File: config.mk
export PLATFORM = sky130hd
export DESIGN_NAME = cache_backing_responder
export DESIGN_NICKNAME = d
export VERILOG_FILES = /design/src/rtl/cache_pkg.sv /design/src/rtl/resp_mem_array.sv /design/src/rtl/cache_backing_responder.sv
export SDC_FILE = /design/constraint.sdc
export NUM_CORES = 2
export LEC_CHECK = 0
export ABC_AREA = 0
export CAP_MARGIN = 20
export CORE_UTILIZATION = 45
export CTS_CLUSTER_DIAMETER = 120
export DETAILED_ROUTE_END_ITERATION = 8
export GPL_ROUTABILITY_DRIVEN = 0
export GPL_TIMING_DRIVEN = 1
export PLACE_DENSITY = 0.73
export SYNTH_ARGS = -nofsm -noshare
export SYNTH_HDL_FRONTEND = slang
export SYNTH_SLANG_ARGS = --single-unit
File: constraint.sdc
create_clock -name clk -period 4.08 [get_ports clk]
set_input_delay 0.612 -clock clk [delete_from_list [all_inputs] [get_ports clk]]
set_output_delay 0.612 -clock clk [all_outputs]
set_load 0.02 [all_outputs]
File: src/rtl/cache_pkg.sv
// ============================================================================
// Module      : cache_pkg
// Description : Shared types and default widths for the cache backing responder.
// Revision    : 1.0 - initial release
// ============================================================================
`default_nettype none

package cache_pkg;
    localparam int C_ADDR_WIDTH = 16;
    localparam int C_DATA_WIDTH = 8;
    localparam int C_CNT_WIDTH  = 4;

    typedef enum logic [1:0] {
        IDLE = 2'd0,
        WAIT = 2'd1,
        RESP = 2'd2
    } resp_state_t;
endpackage

`default_nettype wire

File: src/rtl/resp_mem_array.sv
// ============================================================================
// Module      : resp_mem_array
// Description : Single-port synchronous word array with a registered read port.
// Revision    : 1.0 - initial release
// ============================================================================
`default_nettype none

module resp_mem_array #(
    parameter int DEPTH = 256,
    parameter int AW    = 8,
    parameter int DW    = 8
) (
    input  logic          clk,
    input  logic          we,
    input  logic          re,
    input  logic [AW-1:0] addr,
    input  logic [DW-1:0] wdata,
    output logic [DW-1:0] rdata
);
    logic [DW-1:0] r_mem [DEPTH];
    logic [DW-1:0] r_rdata;

    // Contents deliberately survive reset; only the read register tracks accesses.
    always_ff @(posedge clk) begin
        if (we) begin
            r_mem[addr] <= wdata;
        end
        if (re) begin
            r_rdata <= r_mem[addr];
        end
    end

    assign rdata = r_rdata;
endmodule

`default_nettype wire

File: src/rtl/cache_backing_responder.sv
// ============================================================================
// Module      : cache_backing_responder
// Description : Fixed-latency single-word memory responder for cache misses.
//               Build macro WRITE_ACK_EN makes writes return a response beat.
// Revision    : 1.0 - initial release
// ============================================================================
`default_nettype none

module cache_backing_responder
    import cache_pkg::*;
#(
    parameter int ADDR_WIDTH = C_ADDR_WIDTH,
    parameter int DATA_WIDTH = C_DATA_WIDTH,
    parameter int MEM_DEPTH  = 256,
    parameter int LATENCY    = 2
) (
    input  logic                  clk,
    input  logic                  rst,
    input  logic                  req_valid,
    output logic                  req_ready,
    input  logic                  req_we,
    input  logic [ADDR_WIDTH-1:0] req_addr,
    input  logic [DATA_WIDTH-1:0] req_wdata,
    output logic                  rsp_valid,
    input  logic                  rsp_ready,
    output logic [DATA_WIDTH-1:0] rsp_rdata,
    output logic                  rsp_err
);
    localparam int AW = $clog2(MEM_DEPTH);

    resp_state_t            r_state;
    resp_state_t            w_next;
    logic [C_CNT_WIDTH-1:0] r_cnt;
    logic                   r_we;
    logic [ADDR_WIDTH-1:0]  r_addr;
    logic [DATA_WIDTH-1:0]  r_wdata;
    logic                   r_err;
    logic                   r_rdata_ok;
    logic                   w_oor;
    logic                   w_access;
    logic                   w_mem_we;
    logic                   w_mem_re;
    logic [DATA_WIDTH-1:0]  w_mem_rdata;

    // Any set bit above the array index means the word is not held here.
    generate
        if (AW < ADDR_WIDTH) begin : g_range_check
            assign w_oor = |r_addr[ADDR_WIDTH-1:AW];
        end else begin : g_full_range
            assign w_oor = 1'b0;
        end
    endgenerate

    assign w_access = (r_state == WAIT) && (r_cnt == '0);
    assign w_mem_we = w_access && r_we && !w_oor && !rst;
    assign w_mem_re = w_access && !r_we && !w_oor && !rst;

    always_comb begin
        w_next = r_state;
        case (r_state)
            IDLE: if (req_valid) w_next = WAIT;
            WAIT: begin
                if (w_access) begin
`ifdef WRITE_ACK_EN
                    w_next = RESP;
`else
                    w_next = r_we ? IDLE : RESP;
`endif
                end
            end
            RESP: if (rsp_ready) w_next = IDLE;
            default: w_next = IDLE;
        endcase
    end

    always_ff @(posedge clk) begin
        if (rst) begin
            r_state    <= IDLE;
            r_cnt      <= '0;
            r_we       <= 1'b0;
            r_addr     <= '0;
            r_wdata    <= '0;
            r_err      <= 1'b0;
            r_rdata_ok <= 1'b0;
        end else begin
            r_state <= w_next;
            case (r_state)
                IDLE: begin
                    if (req_valid) begin
                        r_we    <= req_we;
                        r_addr  <= req_addr;
                        r_wdata <= req_wdata;
                        r_cnt   <= C_CNT_WIDTH'(LATENCY - 1);
                    end
                end
                WAIT: begin
                    if (r_cnt != '0) begin
                        r_cnt <= r_cnt - 1'b1;
                    end else begin
                        // Error flag only matters when a beat will actually be presented.
                        r_err      <= (w_next == RESP) && w_oor;
                        r_rdata_ok <= !r_we && !w_oor;
                    end
                end
                RESP: begin
                    if (rsp_ready) begin
                        r_err      <= 1'b0;
                        r_rdata_ok <= 1'b0;
                    end
                end
                default: ;
            endcase
        end
    end

    resp_mem_array #(
        .DEPTH (MEM_DEPTH),
        .AW    (AW),
        .DW    (DATA_WIDTH)
    ) u_mem (
        .clk   (clk),
        .we    (w_mem_we),
        .re    (w_mem_re),
        .addr  (r_addr[AW-1:0]),
        .wdata (r_wdata),
        .rdata (w_mem_rdata)
    );

    assign req_ready = (r_state == IDLE) && !rst;
    assign rsp_valid = (r_state == RESP);
    assign rsp_rdata = r_rdata_ok ? w_mem_rdata : '0;
    assign rsp_err   = r_err;
endmodule

`default_nettype wire

==> Word-level counts from Yosys, hierarchy flattened <==
Memories as Yosys holds them, arrays and structs flattened. A register that Yosys moved wholly into a read port is not among the register bits.
Index checks and enable logic that the tools add are counted.
{ "word_totals": {"register_bits": 33, "wordCells": 54, "mem_bits_rw": 2048, "mem_count": 1, "inputBits": 29, "output_inout_bits": 11} }
{ "classes": {"n_reduce_logical": 22, "eq_ne": 7, "n_mux": 16, "n_addsub": 1} }
{ "memory_table": {"columns": ["name", "depth", "width", "rd", "rd_clocked_by_memory_dff", "write_ports", "line_no", "source"], "rows": [
  ["u_mem.r_mem", 256, 8, 1, 1, 1, "resp_mem_array.sv:20", "logic [DW-1:0] r_mem [DEPTH];"]
]} }
{ "op_table": {"columns": ["cell", "count"], "rows": [
  ["$logic_and 1x1->1", 10],
  ["$mux 2", 4],
  ["$mux 4", 2],
  ["$mux 8", 1],
  ["$pmux 4 s2", 1],
  ["$reduce_or 8->1", 1],
  ["$pmux 2 s3", 1],
  ["$reduce_and 3->1", 2],
  ["$mux 1", 5],
  ["$eq 2x2->1 const B", 2],
  ["$logic_not 4->1", 1],
  ["$ne 2x1->1 const B", 2],
  ["$ne 2x2->1 const B", 2],
  ["$pmux 1 s2", 2],
  ["$reduce_bool 2->1", 2],
  ["$reduce_bool 4->1", 1],
  ["$sub 4x1->4 const B", 1],
  ["$logic_not 1->1", 3],
  ["$eq 2x1->1 const B", 1],
  ["$logic_not 2->1", 1],
  ["$reduce_and 2->1", 1]
]} }

==> Depth between registers and ports, before layout <==
{ "logic_depth": {"depth_word": 8, "depth_mapped": 8, "ltp_nobuf": 7} }

==> By module <==
Synthesis repeated with hierarchy kept, for this count alone.
{ "hier_totals": {"hier_cells": 3734, "hier_area_um2": 80061.8} }
{ "by_module_without_submodules": {"columns": ["mod", "area_each_um2", "seq_area_each_um2", "cells_per_inst", "instances"], "rows": [
  ["resp_mem_array", 78572.9, 61739.2, 3547, 1],
  ["cache_backing_responder", 1488.9, 660.6, 187, 1]
]} }

==> Least setup slack after synthesis <==
No wires, ideal clock.
{ "synth_timing": {"path_type": "register to register", "start": "register r_wdata[0]", "end": "memory u_mem.r_mem[0][0] (data pin)", "arrival_time_ns": 3.397, "stages_incl_launch_ff": 1, "setup_time_ns": 0.856, "path_slack_ns": -0.173, "n_path_buf": 0, "cell_sequence": "dfxtp_1"} }
{ "synth_rtl": {"columns": ["item", "line_no", "source"], "rows": [
  ["from (decl)", "cache_backing_responder.sv:36", "logic [DATA_WIDTH-1:0] r_wdata;"],
  ["from (signal assigned)", "cache_backing_responder.sv:92", "r_wdata <= req_wdata;"],
  ["to (decl)", "resp_mem_array.sv:20", null]
]} }
No word-level cell before the write port.

==> summary.md <==
| Metric | Value |
|---|---|
| CTS root buf | clkbuf_16 |
| Worst Setup EP | u_mem.rdata[4] |
| Max Slew Vio Count | 0 |
| Post-synthesis xor/xnor area fraction | 0.000219 |
| Most frequent CP cell | buf_12 |
| Total design power | 0.0459 W |
| DR WL/cell | between 20 and 30 um |
| Worst ir drop on vdd | 492 uV |
| WP data required | between 4000 and 5000 ps |
| Synth-to-layout area growth | 15.3% |
| Net Sw Frac | 0.227 |
| Nets | 4143 |
| R2R Path End | u_mem.rdata[4] |
| All-layer global routing usage | 0.212 |
| HP Class | input pin to flip-flop |
| Htree depth | 4 |
| Worst path max stage delay | 710 ps |
| Layout cells sized above 1 | 0.285 |
| Post-Syn Instances | 3704 |
| Fin. Hold Viols | 0 |
| Starting DRC count in detailed routing | 5699 |
| First-pass GRT wire length | 277000 um |
| Vias per std cell | just over 6 |
| Reg2reg start | r_addr[0] |
| I/O pins | 40 |
| Period Utilization, post-route | 0.938 |
| Part of the power in combinational logic | 0.082 |
| WL final | 190000 um |
| Crit-path slowest cell | o41ai_1 |
| Largest family of logic cells by synthesized area | multiplexers |
| Final setup fails | 0 |
| Row count | 154 |
| Setup_tns | 0 ps |
| Vias in the first global route | 39902 |
| Crit path arrival time | 4370 ps |
| RSZ-0062 raised after global routing | no |
| Antenna violations before repair | 8 |
| TritonRoute pass-1 iters | 5 |
| DP HPWL | 113000 um |
| Clk pwr share | 0.391 |
| Syn avg cell area | 21.5 sq um |
| Clk buf depth | 3 |
| Adder-Cell Fraction of Synth Area | 0.000784 |
| Initial Util | 0.453 |
| Die height | between 400 and 500 um |
| R2R Setup Slk | 250 ps |
| Antenna Nets Post-Route | 0 |
| Clock Skew | ~26 ps |
| Clk pin slew, worst setup/hold paths | 60 ps |
| CP startpoint | r_addr[0] |
| Post_cts resized | 0 |
| Final Non-Filler Cells | 6621 |
| Final Util | 0.523 |
| Clock sink count | between 2000 and 2500 |
| CTS tree | built |
| Share of synthesized flip-flops with an asynchronous set or reset | 0 |
| Setup Crit Path Kind | flip-flop to flip-flop |
| Clk_lat worst skew | 830 ps |
| Slew @ Worst Pin | about 1200 ps |
| Sequential area share after synthesis | 0.782 |
| Max cap viols | 0 |
| R2R cell count | 8 |
| Post-synthesis mux area share | 0.144 |
| CTS hold repair buffers | 0 |
| Synth Area in Simple Gates | 0.0207 |
| Critical-path cell list | buf_12 -> buf_12 -> buf_4 -> mux4_2 -> a22oi_1 -> a21oi_1 -> o41ai_1 -> nand4_1 |
| Postcts setup bufs | 0 |
| CP Launch Type | flip-flop |
| Synth Area in Compound Gates | 0.0382 |
| CP Capture Type | flip-flop |
| Fill cell count | between 10000 and 15000 |
| Top_reg_cell synth | edfxtp_1 |
| Post-synth EDFFs | 2056 |
| Residual DRC count | 0 |
| Die area | 179000 sq um |
| Post-layout min period | 3830 ps |
| Syn Nets | about 3700 |
| Largest net degree at the start of global routing | roughly 180 |
| CTS Buf Count | ~200 |
| P_int | 0.0355 W |
| Fmax | 261 MHz |
| LEAKAGE | about 29 nW |
| Crit Path Max Fanout | 38 |
| Yosys reg bits | 2089 |
| NetSw | 0.0104 W |
| Status | completed |
| Core area | around 180000 sq um |
| Die Width | 423 um |
| Max_slew headroom | 0.163 |
| Reg power frac | 0.527 |
| Global route total overflow | 0 |
| Via Count | 40153 |
| IO Port Bufs | 39 |
| Placed cell count | 6249 |
| Mapped Area | 79800 sq um |
| PD cells | 499 nW/um^2 |
| Synth warn | 0 |
| Library cells used by synthesis | 37 |
==> synthesized netlist by cell type, types with 2 or more instances <==
master    count  area, sq um
inv_1        11         41.3
buf_6        15          169
nand3_1       5         25.0
xnor2_1       2         17.5
o21ai_0       2         10.0
nor2b_1       8         50.1
nor4_1        3         18.8
mux4_2      512        11500
nand2_1      87          327
a22oi_1     256         1920
buf_4         9         67.6
nand4_1       8         50.1
and2_1       11         68.8
buf_2        33          165
nor2_1      265          995
buf_1        24         90.1
nand3b_1      2         15.0
a21oi_1     156          781
nor4_2        4         50.1
clkbuf_1    151          567
o41ai_1      33          289
dfxtp_1      33          661
ha_1          5         62.6
edfxtp_1   2056        61700
==> worst min path at each step <==
stage            startpoint    endpoint  slack, ps  depth (start not counted)
2_1_floorplan    r_addr[10]  r_addr[10]        440                          2
3_3_place_gp     r_addr[12]  r_addr[12]        440                          2
3_5_place_dp     r_addr[13]  r_addr[13]        450                          2
4_1_cts        req_wdata[0]  r_wdata[0]        280                          3
5_1_grt        req_wdata[0]  r_wdata[0]        330                          3
6_report       req_wdata[0]  r_wdata[0]        330                          3
==> critical path: cells and delay by family, from the launching register on <==
family | cells | cell delay [ps]
DFF | 1 | 680
and+or+nand+nor | 1 | 170
buffers and inverters | 3 | 900
AOI/OAI and AO/OA | 3 | 1180
muxes | 1 | 530
==> through the flow <==
step / cell area (sq um) / hold WS (ps) / setup WS (ps)
global placement: 85600 / 443 / 67.9
finish: 92000 / 325 / 254
global route: 92000 / 329 / 176
floorplan: 79800 / 436 / 1460
detailed placement: 85600 / 450 / 102
CTS: 92000 / 281 / 65.3
==> sequential cells by signal, indices dropped and copies added, names as in the netlist <==
signal and flops:
r_we 1, rsp_err 1, r_state 2, u_mem.r_mem 2048, u_mem.rdata 8, r_wdata 8
r_rdata_ok 1, r_addr 16, r_cnt 4
==> cells by family after synthesis <==
logic type,after synthesis
flops,2089
mux,512
compound gates,453
simple gates,400
buf+inv,243
fa+ha+maj,5
xor+xnor,2
==> per-layer routing <==
| metal | up-vias | global-route usage | share of wire |
|---|---|---|---|
| met5 | - | 0 | 0.00024 |
| met4 | 6 | 0.0732 | 0.031 |
| met3 | 339 | 0.0502 | 0.11 |
| met2 | 2431 | 0.329 | 0.48 |
| met1 | 20974 | 0.295 | 0.38 |
| li1 | 16403 | - | - |
==> power groups by stage <==
stage	Sequential (W)	Clock [W]	Combinational, W
after floorplan	0.0248	0	0.00210
after global placement	0.0247	0	0.00367
after detailed placement	0.0247	0	0.00374
after CTS	0.0242	0.0182	0.00376
after global routing	0.0242	0.0190	0.00397
final	0.0242	0.0179	0.00378
==> cells in the final DEF, fill, tap and decap left out, drive strengths merged, types with 19 or more instances in the layout <==
cell type / count
edfxtp: 2056
mux4: 512
buf: 399
nor2: 265
a22oi: 256
clkbuf: 236
a21oi: 156
clkinv: 104
nand2: 87
clkdlybuf4s50: 39
o41ai: 33
dfxtp: 33
bufinv: 19
==> cell type report <==
cell class | count | area [sq um] | share of cell area
clock buffers | 236 | 5100 | 0.0554
multi-input cells | 1372 | 16400 | 0.178
flip-flops and latches | 2089 | 62400 | 0.678
diodes | 4 | 10.0 | 0.000109
clock inverters | 131 | 1240 | 0.0135
well taps | 2340 | 2930 | 0.0318
inverters | 11 | 41.3 | 0.000449
repair buffers | 438 | 3880 | 0.0421
No activity file was read; power rests on OpenSTA's default activity.
